--- config.mk ---
export PLATFORM = sky130hd
export DESIGN_NAME = alu_sequencer
export DESIGN_NICKNAME = d
export VERILOG_FILES = /design/src/rtl/alu_seq_pkg.sv /design/src/rtl/alu_seq_decode.sv /design/src/rtl/alu_sequencer.sv
export SDC_FILE = /design/constraint.sdc
export NUM_CORES = 1
export LEC_CHECK = 0
export CORE_ASPECT_RATIO = 0.7
export CORE_MARGIN = 1.5
export CORE_UTILIZATION = 25
export CTS_BUF_LIST = sky130_fd_sc_hd__clkbuf_4 sky130_fd_sc_hd__clkbuf_8
export DETAILED_ROUTE_END_ITERATION = 10
export SKIP_LAST_GASP = 1
export SLEW_MARGIN = 15
export SYNTH_ARGS = -nofsm -noshare
export SYNTH_HDL_FRONTEND = slang
export SYNTH_SLANG_ARGS = --single-unit
--- constraint.sdc ---
create_clock -name clk -period 1.8 [get_ports clk]
set_input_delay 0.36 -clock clk [delete_from_list [all_inputs] [get_ports clk]]
set_output_delay 0.36 -clock clk [all_outputs]
set_load 0.03 [all_outputs]
--- src/rtl/alu_seq_pkg.sv ---
// Shared constants for the ALU sequencer: opcodes, ALU operation codes,
// FSM states and instruction classes.
package alu_seq_pkg;

  localparam logic [5:0] OP_RTYPE = 6'h00;
  localparam logic [5:0] OP_ADDI  = 6'h08;
  localparam logic [5:0] OP_LW    = 6'h23;
  localparam logic [5:0] OP_SW    = 6'h2B;
  localparam logic [5:0] OP_BEQ   = 6'h04;

  localparam logic [4:0] ALU_OR   = 5'd0;
  localparam logic [4:0] ALU_SHL  = 5'd1;
  localparam logic [4:0] ALU_XNOR = 5'd2;
  localparam logic [4:0] ALU_NAND = 5'd3;
  localparam logic [4:0] ALU_SUB  = 5'd4;
  localparam logic [4:0] ALU_ADD  = 5'd5;

  typedef enum logic [2:0] {
    ST_IDLE,
    ST_DECODE,
    ST_EXECUTE,
    ST_MEM,
    ST_WRITEBACK
  } state_t;

  typedef enum logic [2:0] {
    CLS_RTYPE,
    CLS_ADDI,
    CLS_LW,
    CLS_SW,
    CLS_BEQ,
    CLS_ILLEGAL
  } instr_class_t;

endpackage

--- src/rtl/alu_seq_decode.sv ---
// Combinational instruction decoder: opcode/funct to instruction class,
// ALU operation code, immediate-operand select and legality.
module alu_seq_decode
  import alu_seq_pkg::*;
(
  input  logic [5:0]   i_opcode,
  input  logic [5:0]   i_funct,
  output instr_class_t o_class,
  output logic [4:0]   o_alu_code,
  output logic         o_imm_sel,
  output logic         o_legal
);

  always_comb begin
    o_class    = CLS_ILLEGAL;
    o_alu_code = ALU_OR;
    o_imm_sel  = 1'b0;
    case (i_opcode)
      OP_RTYPE: begin
        // only funct 0..5 map onto real ALU operations
        if (i_funct[5:3] == 3'b000 && i_funct[2:0] <= 3'd5) begin
          o_class    = CLS_RTYPE;
          o_alu_code = {2'b00, i_funct[2:0]};
        end
      end
      OP_ADDI: begin
        o_class    = CLS_ADDI;
        o_alu_code = ALU_ADD;
        o_imm_sel  = 1'b1;
      end
      OP_LW: begin
        o_class    = CLS_LW;
        o_alu_code = ALU_ADD;
        o_imm_sel  = 1'b1;
      end
      OP_SW: begin
        o_class    = CLS_SW;
        o_alu_code = ALU_ADD;
        o_imm_sel  = 1'b1;
      end
      OP_BEQ: begin
        o_class    = CLS_BEQ;
        o_alu_code = ALU_SUB;
      end
      default: ;
    endcase
  end

  assign o_legal = (o_class != CLS_ILLEGAL);

endmodule

--- src/rtl/alu_sequencer.sv ---
// Multi-cycle ALU/memory control sequencer for a single-issue datapath.
//
// state        | meaning
// ST_IDLE      | ready for a new instruction
// ST_DECODE    | latched instruction decoded; illegal ones dropped here
// ST_EXECUTE   | ALU enabled; BEQ resolves and retires here
// ST_MEM       | LW/SW strobe held until mem_ready; SW retires here
// ST_WRITEBACK | register write and retire for R-type/ADDI/LW
module alu_sequencer
  import alu_seq_pkg::*;
(
  input  logic        clk,
  input  logic        rst,
  input  logic        instr_valid,
  input  logic [31:0] instr,
  output logic        instr_ready,
  input  logic        beq_taken,
  input  logic        mem_ready,
  output logic [4:0]  alu_op_ctrl,
  output logic        alu_control,
  output logic        beq_inst,
  output logic        alu_src_imm,
  output logic        mem_read,
  output logic        mem_write,
  output logic        reg_write,
  output logic        pc_write,
  output logic        pc_src,
  output logic        done,
  output logic        illegal
);

  state_t       r_state;
  logic [5:0]   r_opcode;
  logic [5:0]   r_funct;
  instr_class_t w_class;
  logic [4:0]   w_alu_code;
  logic         w_imm_sel;
  logic         w_legal;
  logic         w_in_exec;
  logic         w_in_mem;
  logic         w_unused_fields;

  // register/immediate fields are consumed by the datapath, not here
  assign w_unused_fields = ^instr[25:6];

  alu_seq_decode u_decode (
    .i_opcode   (r_opcode),
    .i_funct    (r_funct),
    .o_class    (w_class),
    .o_alu_code (w_alu_code),
    .o_imm_sel  (w_imm_sel),
    .o_legal    (w_legal)
  );

  always_ff @(posedge clk) begin
    if (rst) begin
      r_state  <= ST_IDLE;
      r_opcode <= '0;
      r_funct  <= '0;
    end else begin
      case (r_state)
        ST_IDLE: begin
          if (instr_valid) begin
            r_opcode <= instr[31:26];
            r_funct  <= instr[5:0];
            r_state  <= ST_DECODE;
          end
        end
        ST_DECODE: r_state <= w_legal ? ST_EXECUTE : ST_IDLE;
        ST_EXECUTE: begin
          case (w_class)
            CLS_BEQ:        r_state <= ST_IDLE;
            CLS_LW, CLS_SW: r_state <= ST_MEM;
            default:        r_state <= ST_WRITEBACK;
          endcase
        end
        ST_MEM: begin
          if (mem_ready) r_state <= (w_class == CLS_LW) ? ST_WRITEBACK : ST_IDLE;
        end
        ST_WRITEBACK: r_state <= ST_IDLE;
        default:      r_state <= ST_IDLE;
      endcase
    end
  end

  assign w_in_exec = (r_state == ST_EXECUTE);
  assign w_in_mem  = (r_state == ST_MEM);

  assign instr_ready = (r_state == ST_IDLE);
  assign alu_control = w_in_exec;
  assign alu_op_ctrl = w_in_exec ? w_alu_code : ALU_OR;
  assign alu_src_imm = w_in_exec & w_imm_sel;
  assign beq_inst    = w_in_exec & (w_class == CLS_BEQ);
  assign mem_read    = w_in_mem & (w_class == CLS_LW);
  assign mem_write   = w_in_mem & (w_class == CLS_SW);
  assign reg_write   = (r_state == ST_WRITEBACK);
  assign illegal     = (r_state == ST_DECODE) & ~w_legal;
  // retire points: writeback, branch execute, or store completion
  assign done        = reg_write | beq_inst | (mem_write & mem_ready);
  assign pc_write    = done;
  assign pc_src      = beq_inst & beq_taken;

endmodule

==> impl_results.md, run 1 <==
* Clock tree sinks at 15
* Worst-path clk slew at 0.06 ns
* Worst Setup Start Kind: flip-flop
* CP most frequent cell: buf_6
* Final setup violating endpoints at 11
* Largest area contributor in the netlist: dfxtp_1
* Switch share at 29.8%
* Post-Syn Instances at 119
* Die W at 72.5 um
* Flop pwr share at 38.7%
* Library cells used by synthesis at 32
* Reg2Reg Depth at 6
* NumNets Final at 207
* Highest-count cells in the layout ignoring fill and taps: 28 x nand2_1, 24 x buf_4, 16 x clkdlybuf4s50_1, 13 x a21oi_1
* R2r endpoint: r_state[2]
* DRC viols at 0
* First-pass GRT wire length at 4140 um
* Post-DRT Antenna Nets at 0
* Compound-Gate Fraction of Synth Area at 20.0%
* Final Hold Fails at 0
* Dpl cell area at 0.00134 mm2
* Minimum clock period at 2.29 ns
* Drt first pass iters at 4
* GRT Total Usage at 14.4%
* Wire per inst at 12.0 um
* Largest family of logic cells by synthesized area: simple AND/OR/NAND/NOR gates
* FF-to-FF setup slack at 0.12 ns
* Top post-synthesis cells by area: dfxtp_1 36%, nand2_1 13%, a21oi_1 8.9%
* Clock tree from TritonCTS: done
* Hold path endpoint: r_funct[4]
* CP cell instances: or4_4, buf_6, nor4b_4, o21ai_2, o21bai_4, buf_6
* Buffer depth of the longest clock path at 2
* Pwr dens at 627 mW/mm2
* Worst Path Required at 1.44 ns
* Skew final at 0.00447 ns
* Post-DP HPWL at 1850 um
* WL final at 2490 um
* Post-synth top area share at 35.6%
* IO buf count at 30
* Min-Delay Startpoint: r_funct[4]
* Total die area at 0.00374 mm2
* CTS root buf: clkbuf_8
* Mapped Area at 845 um2
* Fraction of registers with async set/reset at 0%
* Lkg Pwr at 0.639 nW
* Hold Crit Class: flip-flop to flip-flop
* #FFs+latches synth at 15
* Setup TNS at -3.90 ns
* Commonest non-fill, non-tap cell in the layout: nand2_1
* Pint at 0.673 mW
* Layout area overhead at 81.2%
* Core area at 0.00319 mm2
* Pin count of the biggest net entering global routing at 13
* Top delay family on crit path: simple AND/OR/NAND/NOR gates
* Failing checks: negative setup slack
* Final Max Slew Viols at 0
* RSZ-0062 raised after global routing: yes
* Simple-gate portion of the synthesized area at 34.4%
* Initial antenna violation count at 0
* Max IR drop VDD at 334 uV
* Sequential-to-total area share from yosys stat at 35.6%
* DR iter-0 viols at 32
* H-tree depth at 1
* IO Pins at 53
* Crit path buf inv count at 2
* GR Overflow Total at 0
* Warnings from Yosys at 0
* Period utilisation layout at 127%
* NetSw at 0.286 mW
* Initial Util at 26.5%
* Finished Cell Area at 0.00153 mm2
* # rows at 17
* Ys flop type: dfxtp_1
* TritonCTS buffer count at 3
* Worst Hold Slack at 0.471 ns
* Clk_lat worst skew at 0.25 ns
* Ant diodes at 0
* Mux contribution to synthesized area at 0%
* Post-Synth Adder-Cell Area at 0%
* Vias at 960
* Crit path kind: flip-flop to primary output
* Vias in the first global route at 958
* CP max stage cell: or4_4
* CP arrival at 1.93 ns
* Status: finished, violations left
* Layout cell share with drive strength beyond 1 at 40.2%
* Number of synthesized flops with an enable pin at 0
* Critical Path Sink Type: primary output
* CP max FO at 4
* Crit-path max cell delay at 0.55 ns
* GP Congestion at 0.792
* Worst Hold Path Cells at 2
* Synth Area in XOR/XNOR at 0%
* Fmax at 437 MHz
* Synthesized area per cell at 7.10 um2
* Max Cap Viol at 0
* Die H at 51.6 um
* Clock power frac at 30.3%
* Total power at 0.959 mW
* Power share of the combinational group at 31.0%
* Post-route core utilization at 48.0%
* RR Startpoint: r_opcode[5]
* Via density at 4.64
* Worst setup margin at -0.490 ns
## tightest hold or removal path, stage by stage, from the launching register on
cell     delay, ns
dfxtp_1       0.31
nand2_1       0.06
a21oi_1       0.06
## worst max-delay path by stage
stage	startpoint	slack, ns	depth (start not counted)	end
after floorplan	r_opcode[5]	-0.28	6	pc_write
after CTS	r_opcode[5]	-0.47	6	pc_write
after global placement	r_opcode[5]	-0.40	5	illegal
after global routing	r_opcode[5]	-0.53	6	pc_write
final	r_opcode[5]	-0.49	6	pc_write
after detailed placement	r_opcode[5]	-0.43	5	illegal
## area by class of cell
class | count | area (um2)
flip-flops and latches | 15 | 304
repair buffers | 55 | 509
clock buffers | 4 | 48.8
well taps | 38 | 47.5
inverters | 6 | 25.0
multi-input cells | 89 | 596
fillers | 318 | 1660
## logic make-up (layout without fill, tap and decap cells)
| group | count (synthesis) | in the layout |
|---|---|---|
| simple gates | 59 | 59 |
| compound gates | 28 | 28 |
| buf+inv | 16 | 65 |
| flops | 15 | 15 |
| other cells | 1 | 2 |
## metal layers
layer / wire, um / track usage (%) / vias to the layer above / share of wire, %
met5: 0 / 0 / - / 0
met4: 25 / 4.72 / 0 / 1.0
li1: - / - / 502 / -
met1: 1160 / 17.8 / 431 / 47
met3: 76 / 2.33 / 4 / 3.1
met2: 1220 / 25.8 / 23 / 49
## registers in the layout (all words and copies together), names as in the netlist
register  flops
r_state       3
r_opcode      6
r_funct       6
## Yosys cell counts (2+ instances only)
cell	instances
o21bai_1	3
clkbuf_1	4
nand2_1	29
nor3_1	4
dfxtp_1	15
nor2_1	9
buf_4	3
and3_1	2
nand3_1	3
and2_1	2
inv_1	6
a21oi_1	15
o21ai_1	2
nor2b_1	2
buf_2	2
o21ai_0	2
## what timing repair did
item | CTS | global route
gates resized for setup | 24 | 11
cloned | 0 | 0
buffers inserted | 2 | 2
hold buffers | 0 | 0
pin swaps | 5 | 3
endpoints found under the setup margin | 13 | 12
## power groups by stage
stage / clock, mW / sequential (mW) / combinational, mW
floorplan: 0 / 0.374 / 0.154
global placement: 0 / 0.374 / 0.258
detailed placement: 0 / 0.375 / 0.262
CTS: 0.303 / 0.369 / 0.293
global route: 0.313 / 0.373 / 0.325
finish: 0.291 / 0.371 / 0.297
## metrics by stage
step	setup slack (ns)	instances
floorplan	-0.280	120
global placement	-0.404	200
detailed placement	-0.429	200
CTS	-0.471	206
global route	-0.535	207
finish	-0.490	207
Note: power is estimated with default switching activity, not from simulation.
==> inputs of run 2 (changes only) <==
- GPL_TIMING_DRIVEN: unset -> 0
==> run 2 against run 1 <==
Effect of this change: the flow still finishes with violations (negative setup slack); cell count decreased by 0.97%; power decreased by 0.23%; setup slack improved by 0.053 ns; count of clock-buffer cells in the layout unchanged; die area unchanged; critical path depth increased by 1; utilization decreased by 0.67 points; sequential power about the same; worst hold slack got worse by 0.0057 ns; clock skew about the same; via count decreased by 0.52%; critical endpoint is now alu_op_ctrl[2]; highest routed layer unchanged.
==> impl_results.md, run 2 (synthesis results as in run 1) <==
* NumNets Final at 205
* RSZ-0062 raised after global routing: yes
* IO buf count at 30
* Worst-path clk slew at 0.06 ns
* FF-to-FF setup slack at 0.09 ns
* Flop pwr share at 39.1%
* RR Startpoint: r_opcode[0]
* Vias in the first global route at 889
* Lkg Pwr at 0.626 nW
* Worst Path Required at 1.44 ns
* Wire per inst at 11.9 um
* Layout area overhead at 78.7%
* Clk_lat worst skew at 0.25 ns
* Pwr dens at 634 mW/mm2
* Hold path endpoint: r_funct[3]
* IO Pins at 53
* Post-DP HPWL at 1670 um
* CP arrival at 1.88 ns
* Skew final at 0.00494 ns
* Worst Setup Start Kind: flip-flop
* Final Hold Fails at 0
* Setup TNS at -3.72 ns
* Commonest non-fill, non-tap cell in the layout: nand2_1
* Drt first pass iters at 5
* Fin cells at 205
* Initial antenna violation count at 0
* Highest-count cells in the layout ignoring fill and taps: 28 x nand2_1, 16 x clkdlybuf4s50_1, 15 x buf_4, 13 x a21oi_1, 11 x dfxtp_1
* R2r endpoint: r_state[2]
* GRT Total Usage at 13.3%
* Hold_buf cts at 0
* DR iter-0 viols at 28
* Dpl ws at -0.822 ns
* Die W at 72.5 um
* Post-DRT Antenna Nets at 0
* Worst Tran Pin Value at 0.496 ns
* Status: finished, violations left
* Largest registers: r_funct: 6 flops, r_opcode: 6 flops, r_state: 3 flops
* Reg2Reg Depth at 6
* Vias at 955
* GP Congestion at 0.801
* WL final at 2440 um
* Worst Hold Path Cells at 2
* H-tree depth at 1
* NetSw at 0.291 mW
* # rows at 17
* Max IR drop VDD at 399 uV
* GR Overflow Total at 0
* Placed Cells incl. Taps at 188
* Hold Crit Class: flip-flop to flip-flop
* CP max FO at 5
* Ant diodes at 0
* Failing checks: negative setup slack
* Core area at 0.00319 mm2
* Minimum clock period at 2.24 ns
* Worst Hold Slack at 0.465 ns
* Final Max Slew Viols at 0
* Final setup violating endpoints at 11
* TritonCTS buffer count at 3
* Min-Delay Startpoint: r_funct[3]
* Worst setup margin at -0.438 ns
* Via density at 4.66
* Period utilisation layout at 124%
* Clock power frac at 30.5%
* CTS root buf: clkbuf_8
* Clock tree sinks at 15
* DRC viols at 0
* Fmax at 447 MHz
* Die H at 51.6 um
* Buffer depth of the longest clock path at 2
* Pint at 0.666 mW
* Crit path kind: flip-flop to primary output
* Post-route core utilization at 47.3%
* Layout cell share with drive strength beyond 1 at 39.5%
* Switch share at 30.5%
* Slew margin rel. at 66.5%
* Pin count of the biggest net entering global routing at 11
* Critical Path Sink Type: primary output
* Total die area at 0.00374 mm2
* Max Cap Viol at 0
* Initial Util at 26.5%
* Power share of the combinational group at 30.4%
* First-pass GRT wire length at 3820 um
* Clock tree from TritonCTS: done
[run 2: changes by cell type in the layout (fill, tap and decap cells not counted), moves of 2 or more]
cell | before | now
clkbuf_1 | 0 | 2
buf_2 | 0 | 5
buf_4 | 24 | 15
buf_6 | 12 | 10
[run 2: how the worst max path moves through the flow]
stage,startpoint,to,slack [ns],cells past startpoint
floorplan,r_opcode[5],pc_write,-0.28,6
global placement,r_opcode[5],pc_write,-0.80,7
detailed placement,r_opcode[5],pc_write,-0.82,7
finish,r_opcode[0],alu_op_ctrl[2],-0.44,7
global route,r_opcode[0],pc_write,-0.50,6
CTS,r_opcode[4],pc_write,-0.45,6
[run 2: layout make-up]
| cell class | instances | area, um2 |
|---|---|---|
| Buffer | 9 | 63.8 |
| Timing Repair Buffer | 44 | 408 |
| Clock buffer | 4 | 48.8 |
| Sequential cell | 15 | 308 |
| Inverter | 6 | 25.0 |
| Multi-Input combinational cell | 89 | 608 |
| Tap cell | 38 | 47.5 |
| Fill cell | 306 | 1680 |
[run 2: power by group through the flow]
stage	clock (mW)	sequential, mW	combinational (mW)
global placement	0	0.378	0.226
floorplan	0	0.374	0.154
CTS	0.298	0.372	0.258
global route	0.313	0.376	0.314
finish	0.292	0.374	0.291
detailed placement	0	0.379	0.228
[run 2: per-stage QoR]
step                      total power [mW]  instance area [um2]
after global routing                  1.00                 1510
after CTS                            0.928                 1390
after detailed placement             0.608                 1260
after floorplan                      0.528                  917
after global placement               0.604                 1260
final                                0.957                 1510
[run 2: critical path, cell delays in order (launching register included)]
cell and delay, ns:
dfxtp_2 0.32, or4_4 0.61, buf_12 0.17, o22ai_4 0.14, buf_6 0.13, a21oi_2 0.04, nor2_4 0.09, buf_6 0.13
[run 2: per-layer routing]
layer	routed length, um	global-route usage [%]	up-vias
li1	-	-	493
met1	1120	16.6	436
met2	1180	22.7	22
met3	108	3.68	4
met4	25	3.77	0
met5	0	0	-
[run 2: repair_timing]
| item | CTS | global route |
|---|---|---|
| gates resized for setup | 89 | 25 |
| setup endpoints to repair | 14 | 14 |
| pin swaps | 5 | 6 |
| setup buffers | 7 | 7 |
